[src/rtl/seq_divider.sv]
// seq_divider: sequential restoring divider for unsigned operands, one
// quotient bit per clock, with a start/busy/done handshake.
//
// Ports:
//   clock        rising-edge clock
//   reset        asynchronous active-high reset; forces IDLE, clears outputs
//   start        request, sampled only in IDLE
//   dividend     unsigned dividend, captured on the accepted start
//   divisor      unsigned divisor, captured on the accepted start
//   busy         high while in RUN or DONE
//   done         one-cycle pulse when quotient/remainder are valid
//   quotient     unsigned quotient, held until replaced by the next result
//   remainder    unsigned remainder, held until replaced by the next result
//   div_by_zero  divisor was zero (only with DIV_ZERO_DETECT_EN)
//
// Optional feature macro: DIV_ZERO_DETECT_EN. When defined, a zero divisor
// bypasses RUN and reports all-ones / dividend with div_by_zero set one
// cycle after acceptance. When undefined, div_by_zero is tied to 0 and a
// zero divisor runs the normal algorithm.

module seq_divider #(
  parameter int unsigned WIDTH = 4
) (
  input  logic             clock,
  input  logic             reset,
  input  logic             start,
  input  logic [WIDTH-1:0] dividend,
  input  logic [WIDTH-1:0] divisor,
  output logic             busy,
  output logic             done,
  output logic [WIDTH-1:0] quotient,
  output logic [WIDTH-1:0] remainder,
  output logic             div_by_zero
);

  localparam int unsigned CNT_W = $clog2(WIDTH + 1);

  typedef enum logic [1:0] {S_IDLE, S_RUN, S_DONE} state_t;

  state_t             state_q, state_d;
  logic [WIDTH-1:0]   r_q, r_d;      // partial remainder (always < divisor)
  logic [WIDTH-1:0]   q_q, q_d;      // dividend shifting out / quotient in
  logic [WIDTH-1:0]   dvs_q, dvs_d;
  logic [CNT_W-1:0]   cnt_q, cnt_d;
  logic               busy_q, busy_d;
  logic               done_q, done_d;
  logic [WIDTH-1:0]   quo_q, quo_d;
  logic [WIDTH-1:0]   rem_q, rem_d;
  logic [WIDTH:0]     r_sh;
  logic [WIDTH-1:0]   q_sh;
`ifdef DIV_ZERO_DETECT_EN
  logic               dz_q, dz_d;
  logic               pend_q, pend_d;  // zero-divisor result to load in DONE
`endif

  // State and datapath registers
  always_ff @(posedge clock or posedge reset) begin
    if (reset) begin
      state_q <= S_IDLE;
      r_q     <= '0;
      q_q     <= '0;
      dvs_q   <= '0;
      cnt_q   <= '0;
      busy_q  <= 1'b0;
      done_q  <= 1'b0;
      quo_q   <= '0;
      rem_q   <= '0;
`ifdef DIV_ZERO_DETECT_EN
      dz_q    <= 1'b0;
      pend_q  <= 1'b0;
`endif
    end else begin
      state_q <= state_d;
      r_q     <= r_d;
      q_q     <= q_d;
      dvs_q   <= dvs_d;
      cnt_q   <= cnt_d;
      busy_q  <= busy_d;
      done_q  <= done_d;
      quo_q   <= quo_d;
      rem_q   <= rem_d;
`ifdef DIV_ZERO_DETECT_EN
      dz_q    <= dz_d;
      pend_q  <= pend_d;
`endif
    end
  end

  // Next-state and shift/subtract step
  always_comb begin
    state_d = state_q;
    r_d     = r_q;
    q_d     = q_q;
    dvs_d   = dvs_q;
    cnt_d   = cnt_q;
    busy_d  = busy_q;
    done_d  = 1'b0;
    quo_d   = quo_q;
    rem_d   = rem_q;
`ifdef DIV_ZERO_DETECT_EN
    dz_d    = dz_q;
    pend_d  = pend_q;
`endif
    // Shift the next dividend bit into the (WIDTH+1)-bit partial remainder
    r_sh = {r_q, q_q[WIDTH-1]};
    q_sh = {q_q[WIDTH-2:0], 1'b0};

    case (state_q)
      S_IDLE: begin
        if (start) begin
          dvs_d   = divisor;
          q_d     = dividend;
          r_d     = '0;
          cnt_d   = CNT_W'(WIDTH);
          busy_d  = 1'b1;
          state_d = S_RUN;
`ifdef DIV_ZERO_DETECT_EN
          dz_d    = 1'b0;
          if (divisor == '0) begin
            pend_d  = 1'b1;
            state_d = S_DONE;
          end
`endif
        end
      end
      S_RUN: begin
        if (r_sh >= {1'b0, dvs_q}) begin
          r_d = WIDTH'(r_sh - {1'b0, dvs_q});
          q_d = q_sh | WIDTH'(1);
        end else begin
          r_d = r_sh[WIDTH-1:0];
          q_d = q_sh;
        end
        cnt_d = cnt_q - CNT_W'(1);
        if (cnt_q == CNT_W'(1)) begin
          quo_d   = q_d;
          rem_d   = r_d;
          done_d  = 1'b1;
          state_d = S_DONE;
        end
      end
      S_DONE: begin
`ifdef DIV_ZERO_DETECT_EN
        if (pend_q) begin
          // q_q still holds the untouched dividend
          quo_d  = '1;
          rem_d  = q_q;
          dz_d   = 1'b1;
          done_d = 1'b1;
          pend_d = 1'b0;
        end else begin
          state_d = S_IDLE;
          busy_d  = 1'b0;
        end
`else
        state_d = S_IDLE;
        busy_d  = 1'b0;
`endif
      end
      default: begin
        state_d = S_IDLE;
        busy_d  = 1'b0;
      end
    endcase
  end

  assign busy      = busy_q;
  assign done      = done_q;
  assign quotient  = quo_q;
  assign remainder = rem_q;
`ifdef DIV_ZERO_DETECT_EN
  assign div_by_zero = dz_q;
`else
  assign div_by_zero = 1'b0;
`endif

endmodule

[config.mk]
export PLATFORM = sky130hd
export DESIGN_NAME = seq_divider
export DESIGN_NICKNAME = d
export VERILOG_FILES = /design/src/rtl/seq_divider.sv
export SDC_FILE = /design/constraint.sdc
export NUM_CORES = 1
export LEC_CHECK = 0
export ABC_AREA = 1
export CAP_MARGIN = 20
export CORE_MARGIN = 2
export CORE_UTILIZATION = 56
export DETAILED_ROUTE_END_ITERATION = 10
export PLACE_DENSITY = 0.81
export SYNTH_ARGS = -nofsm -noshare
export SYNTH_HDL_FRONTEND = slang
export SYNTH_SLANG_ARGS = --single-unit
[constraint.sdc]
create_clock -name clock -period 3.6 [get_ports clock]
set_clock_uncertainty 0.15 [all_clocks]
set_input_delay 0.72 -clock clock [delete_from_list [all_inputs] [get_ports clock]]
set_output_delay 0.72 -clock clock [all_outputs]
set_load 0.02 [all_outputs]
==> parameters.txt, run 1 <==
Parameter                              Value

Detailed routing
  First-iteration detailed-routing DRC count    18
  Total wire length after detailed routing    2.33 mm
  Per-cell routed wire length    11.5 um
  Total via count after detailed routing    1012
  DRC    0
  Post-DR vias/cell    4.99
  Number of nets with antenna violations after routing    0
  Iteration count of the initial detailed-routing pass    4

Global route
  Initial antenna violation count    0
  Tot GR Track Use    19.6%
  Vias in the first global route    960
  Largest net degree at the start of global routing    28
  Global-route wire length before repair    4.01 mm
  Total gr overflow    0

Logic synthesis
  Mean cell area of the mapped netlist    8.73 um^2
  Most frequent cells after synthesis    nand2_1 (54), dfrtp_1 (27), inv_1 (20)
  Net count of the mapped netlist    171
  Post-synth top area share    50.6%
  Synthesized instance count    153
  Total number of yosys warnings    0
  Async S/R FF share, synth    100%
  Number of distinct standard cells referenced by the synthesized netlist    23
  Largest cells by area after synthesis    dfrtp_1 (51%), nand2_1 (15%), ha_1 (5.6%), inv_1 (5.6%), nand3_1 (3.4%)
  Most instantiated flip-flop cell in the synthesis netlist    dfrtp_1
  Seq/Total Area, Yosys    50.6%
  Netlist area before placement    1340 um^2
  Most used standard cell by instance count after synthesis    nand2_1
  Post-synthesis cell type with the largest combined area    dfrtp_1
  Number of synthesized flops with an enable pin    0
  Number of register bits inferred by synthesis    27

Layout
  Layout cell share with drive strength beyond 1    9.14%
  Fin area    1600 um^2
  # nets final    194
  Antenna Diode Count    0
  Post-layout utilization of the core    71.5%
  Area growth from synthesis to layout    19.5%

Die
  Die span in x    52.9 um
  Count of boundary I/O pins    22
  CORE AREA    2230 um^2
  Number of cell rows    17
  Starting utilization of the core area    59.8%
  Die footprint    2790 um^2
  Y dimension of the die    52.9 um

Worst setup path
  Cell with the largest stage delay on the worst path    clkdlybuf4s50_1
  Cells along the critical path    clkdlybuf4s50_1
  Delay contributed by the slowest stage of the critical path    0.61 ns
  Largest delay contributor family on the critical path    buffers and inverters
  Total stage count of the critical path    1
  Capturing element type of the critical path    primary output
  Critical path peak fanout    2
  Critical path arrival    1.31 ns
  Worst-case reg-to-reg path depth    9
  Startpoint type of the worst setup path    flop
  Worst path bufs/invs    1
  Kind of critical path    reg -> out
  Required @ worst endpoint    2.73 ns

Clock network
  Reg clk slew, reported paths    0.14 ns
  Number of hold buffers added after cts    0
  Root Buffer    clkbuf_4
  Num Clock Sinks    27
  Number of buffers created by CTS    3
  Post-CTS setup-driven buffer insertion count    0
  Number of H-tree branching levels    1
  CTS-repair resized insts    0
  Clock insertion delay at the later pin of the skew report    0.32 ns
  TritonCTS clock tree    yes
  Longest Clk Path Bufs    2

Power and ir drop
  Pleak    0.822 nW
  Maximum ir drop on the vdd rail    0.000568 V
  Power per unit of standard cell area    970 nW/um^2

STA
  Final critical-path share of the clock period    60.5%
  Max-slew violation total from the final report    0
  Final setup TNS    0 ns
  Final hold vios    0
  FMAX    0.459 GHz
  Minimum clock period after layout    2.18 ns
  Unrepaired setup endpoints after global routing    no
  Number of setup violations in the final report    0

Min path
  Hold Path Class    reg -> reg
  Hold Crit Depth    2

Placement
  Placed cell areas    1540 um^2
  Gp weighted congestion    0.866
  Count of input and output buffers    20
  DP Wirelength    1.74 mm

Status
  Status    finished clean

Job
  # Max-Cap Violations    0
==> per-stage QoR <==
step | setup WS, ns | hold WS [ns] | instances | total power, W
2_1_floorplan | 1.98 | 0.296 | 153 | 0.00120
3_3_place_gp | 1.45 | 0.313 | 198 | 0.00139
3_5_place_dp | 1.41 | 0.319 | 198 | 0.00143
4_1_cts | 1.42 | 0.352 | 202 | 0.00156
5_1_grt | 1.36 | 0.364 | 203 | 0.00172
6_report | 1.42 | 0.349 | 203 | 0.00155
==> cells in the final DEF (no fill, tap or decap), drive strengths merged, types with 3 or more instances in the layout <==
master / n
dfrtp: 27
clkbuf: 3
nor3: 5
nand2: 57
o21ai: 10
ha: 6
clkdlybuf4s50: 20
a221oi: 3
nand3: 9
nor2: 3
inv: 23
==> cell type report <==
type                    count  area, um^2
repair buffers             21         228
multi-input cells         100         544
clock buffers               3        22.5
well taps                  28        35.0
clock inverters             1        5.00
flip-flops and latches     27         676
fillers                   184         637
inverters                  23        86.3
==> state kept, by name (all words and copies together), names as in the netlist <==
| register | cells |
|---|---|
| dvs_q | 4 |
| q_q | 4 |
| quotient | 4 |
| r_q | 4 |
| remainder | 4 |
| cnt_q | 3 |
| state_q | 2 |
| busy | 1 |
| done | 1 |
==> report_power, final <==
part / total (W) / leakage, nW / internal (W) / switching [W]
registers: 0.000527 / 0.326 / 0.000447 / 0.0000797
logic: 0.000893 / 0.478 / 0.000351 / 0.000542
clock network: 0.000129 / 0.0177 / 0.0000416 / 0.0000871
total: 0.00155 / 0.822 / 0.000839 / 0.000709
==> final timing paths <==
check                       startpoint      endpoint  slack [ns]
setup reg to reg                q_q[3]  remainder[2]        1.81
max in group asynchronous        reset        r_q[1]        2.38
setup / recovery           quotient[2]   quotient[2]        1.42
hold / removal                dvs_q[0]      dvs_q[0]        0.35
hold reg to reg               dvs_q[0]      dvs_q[0]        0.35
min in group asynchronous        reset   quotient[3]        0.51
==> logic make-up after synthesis <==
family | Yosys count | share of synthesized area, %
and+or+nand+nor | 75 | 24.4
DFF | 27 | 50.6
buffers and inverters | 26 | 8.71
AOI/OAI and AO/OA | 16 | 8.24
adders and majority gates | 7 | 7.12
xor gates and xnor gates | 1 | 0.656
other | 1 | 0.281
==> layer usage <==
metal	wire, um	up-vias	GRT usage, %
li1	-	524	-
met1	1050	461	26.5
met2	1170	27	33.1
met3	109	0	2.54
met4	0	0	5.56
met5	0	-	0
(Power assumes the default switching activity.)
==> run 2, diff against run 1 <==
--- a/config.mk
+++ b/config.mk
@@ -8,9 +8,9 @@
 export ABC_AREA = 1
 export CAP_MARGIN = 20
 export CORE_MARGIN = 2
-export CORE_UTILIZATION = 56
+export CORE_UTILIZATION = 52
 export DETAILED_ROUTE_END_ITERATION = 10
-export PLACE_DENSITY = 0.81
+export PLACE_DENSITY = 0.76
 export SYNTH_ARGS = -nofsm -noshare
 export SYNTH_HDL_FRONTEND = slang
 export SYNTH_SLANG_ARGS = --single-unit
==> constraint.sdc (replaced) <==
create_clock -name clock -period 2.1 [get_ports clock]
set_clock_uncertainty 0.15 [all_clocks]
set_input_delay 0.42 -clock clock [delete_from_list [all_inputs] [get_ports clock]]
set_output_delay 0.42 -clock clock [all_outputs]
set_load 0.02 [all_outputs]
==> run 2 against run 1 <==
Die area increased by 7.1%. Clock-buffer cell count is the same. Sequential power increased by 71%. Via count increased by 3.2%. Combinational power is 75% higher. Worst setup slack worse by 1.2 ns. Sequential cell count unchanged. Critical endpoint is now remainder[0]. Clock power rose by 78%. Core utilization is 6.9 points lower. First-iteration DRC count fell by 67%. Critical path type unchanged. Total power up 74%. Cell count up 1.5%.
==> parameters.txt, run 2 (synthesis results as in run 1) <==
Parameter                              Value

Status
  Status    finished clean

Die
  Y dimension of the die    54.7 um (+3.5%)
  Number of cell rows    18 (+1)
  Count of boundary I/O pins    22 (unchanged)
  Die footprint    2990 um^2 (+7.1%)
  Die span in x    54.7 um (+3.5%)
  Starting utilization of the core area    54.4% (-5.4 points)
  CORE AREA    2450 um^2 (+9.9%)

Power and ir drop
  Pleak    0.819 nW (-0.32%)
  Sequential Power Share    33.4% (-0.6 points)
  Share of power burned in the clock network    8.5% (+0.2 points)
  Overall power consumption    0.00269 W (+74%)
  Power per unit of standard cell area    1700 nW/um^2 (+75%)
  Maximum ir drop on the vdd rail    0.000962 V (+70%)
  Power Internal    0.00144 W (+72%)
  Share of total power in combinational logic    58.1% (+0.4 points)
  Sw frac    46.4% (+0.63 points)
  NetSw    0.00125 W (+76%)

Detailed routing
  Total via count after detailed routing    1044 (+3.2%)
  Post-DR vias/cell    5.07 (+1.7%)
  Total wire length after detailed routing    2.47 mm (+6.3%)
  DRC    0 (unchanged)
  First-iteration detailed-routing DRC count    6 (-12)
  Number of nets with antenna violations after routing    0 (unchanged)
  Iteration count of the initial detailed-routing pass    4 (unchanged)
  Per-cell routed wire length    12.0 um (+4.8%)

Global route
  Tot GR Track Use    19.5% (-0.12 points)
  Largest net degree at the start of global routing    28 (unchanged)
  Initial antenna violation count    0 (unchanged)
  Vias in the first global route    989 (+3.0%)
  Total gr overflow    0 (unchanged)
  Global-route wire length before repair    4.15 mm (+3.4%)

Worst setup path
  Largest delay contributor family on the critical path    buffers and inverters
  Startpoint type of the worst setup path    flop
  Cell with the largest stage delay on the worst path    clkdlybuf4s50_1
  Required @ worst endpoint    1.53 ns (-1.20 ns)
  Kind of critical path    reg -> out
  Worst-case reg-to-reg path depth    9 (unchanged)
  Cells along the critical path    clkdlybuf4s50_1
  Worst path bufs/invs    1 (unchanged)
  Critical path arrival    1.32 ns (about the same)
  RR Startpoint    r_q[1]
  Capturing element type of the critical path    primary output
  Minimum setup slack among reg-to-reg paths    0.29 ns (-1.52 ns)
  Critical path peak fanout    2 (unchanged)
  Endpoint of the lowest-slack register-to-register path    r_q[3]
  Delay contributed by the slowest stage of the critical path    0.60 ns (about the same)

Clock network
  Number of H-tree branching levels    1 (unchanged)
  TritonCTS clock tree    yes
  Num Clock Sinks    27 (unchanged)
  Longest Clk Path Bufs    2 (unchanged)
  Clock insertion delay at the later pin of the skew report    0.33 ns (about the same)
  Root Buffer    clkbuf_4
  Reg clk slew, reported paths    0.14 ns (about the same)
  Number of buffers created by CTS    3 (unchanged)
  CTS-repair resized insts    0 (unchanged)
  Number of hold buffers added after cts    0 (unchanged)
  Post-CTS setup-driven buffer insertion count    0 (unchanged)

Layout
  Area growth from synthesis to layout    18.7%
  Antenna Diode Count    0 (unchanged)
  Top library cells by usage in the layout, fill and taps aside    nand2_1 (54), dfrtp_1 (27), inv_1 (20), clkdlybuf4s50_1 (20), nand3_1 (9)
  Leading cell type in the layout, fill and taps excluded    nand2_1
  # nets final    195 (+0.52%)
  Layout cell share with drive strength beyond 1    9.66% (+0.52 points)
  Number of cells in the finished layout apart from fillers    206 (+1.5%)

STA
  Final setup TNS    0 ns (unchanged)
  Number of setup violations in the final report    0 (unchanged)
  Unrepaired setup endpoints after global routing    no
  FMAX    0.530 GHz
  Final hold vios    0 (unchanged)
  Max-slew violation total from the final report    0 (unchanged)
  Minimum clock period after layout    1.89 ns
  Final critical-path share of the clock period    89.8%

Placement
  Dpl cells    202 (+2.0%)
  DP Wirelength    1.90 mm (+8.9%)
  Count of input and output buffers    20 (unchanged)
  Gp weighted congestion    0.829 (-4.3%)

Job
  # Max-Cap Violations    0 (unchanged)

Min path
  Hold Path Class    in -> async
==> run 2: cell count changes in the layout (fill, tap and decap cells not counted) <==
cell | before | now
buf_4 | 0 | 2
buf_16 | 1 | 0
==> run 2: power by group through the flow <==
stage          Clock, W  Sequential, W  Combinational [W]
3_5_place_dp          0       0.000911            0.00156
2_1_floorplan         0       0.000991            0.00106
5_1_grt        0.000253       0.000925            0.00179
6_report       0.000229       0.000899            0.00156
4_1_cts        0.000236       0.000899            0.00157
3_3_place_gp          0       0.000901            0.00150
==> run 2: worst max path at each step <==
stage / startpoint / to / slack, ns / depth (start not counted)
after floorplan: q_q[3] / remainder[2] / 0.48 / 9
after global placement: start / q_q[1] / 0.34 / 5
after detailed placement: start / q_q[1] / 0.24 / 5
after CTS: quotient[1] / quotient[1] / 0.20 / 1
after global routing: r_q[1] / remainder[2] / 0.15 / 9
final: remainder[0] / remainder[0] / 0.21 / 1
==> run 2: routing by layer <==
layer | share of wire (%) | vias to the layer above | track usage [%]
met5 | 0 | - | 0
met2 | 49 | 27 | 33.7
met4 | 1.6 | 0 | 7.50
li1 | - | 524 | -
met3 | 4.6 | 5 | 2.73
met1 | 45 | 488 | 24.3
==> run 2: cell type report <==
class / instances / area, um^2
Fill cell: 207 / 868
Sequential cell: 27 / 676
Multi-Input combinational cell: 100 / 544
Timing Repair Buffer: 22 / 215
Inverter: 23 / 86.3
Tap cell: 30 / 37.5
Clock buffer: 3 / 22.5
Clock inverter: 1 / 5.00
==> run 2: metrics by stage <==
step / util (%) / hold slack [ns] / setup WS [ns] / cell area (um^2)
6_report: 64.6 / 0.273 / 0.214 / 1590
5_1_grt: 64.6 / 0.294 / 0.148 / 1590
4_1_cts: 64.6 / 0.283 / 0.198 / 1590
3_5_place_dp: 63.5 / 0.316 / 0.238 / 1560
3_3_place_gp: 63.5 / 0.313 / 0.343 / 1560
2_1_floorplan: - / 0.296 / 0.481 / 1340
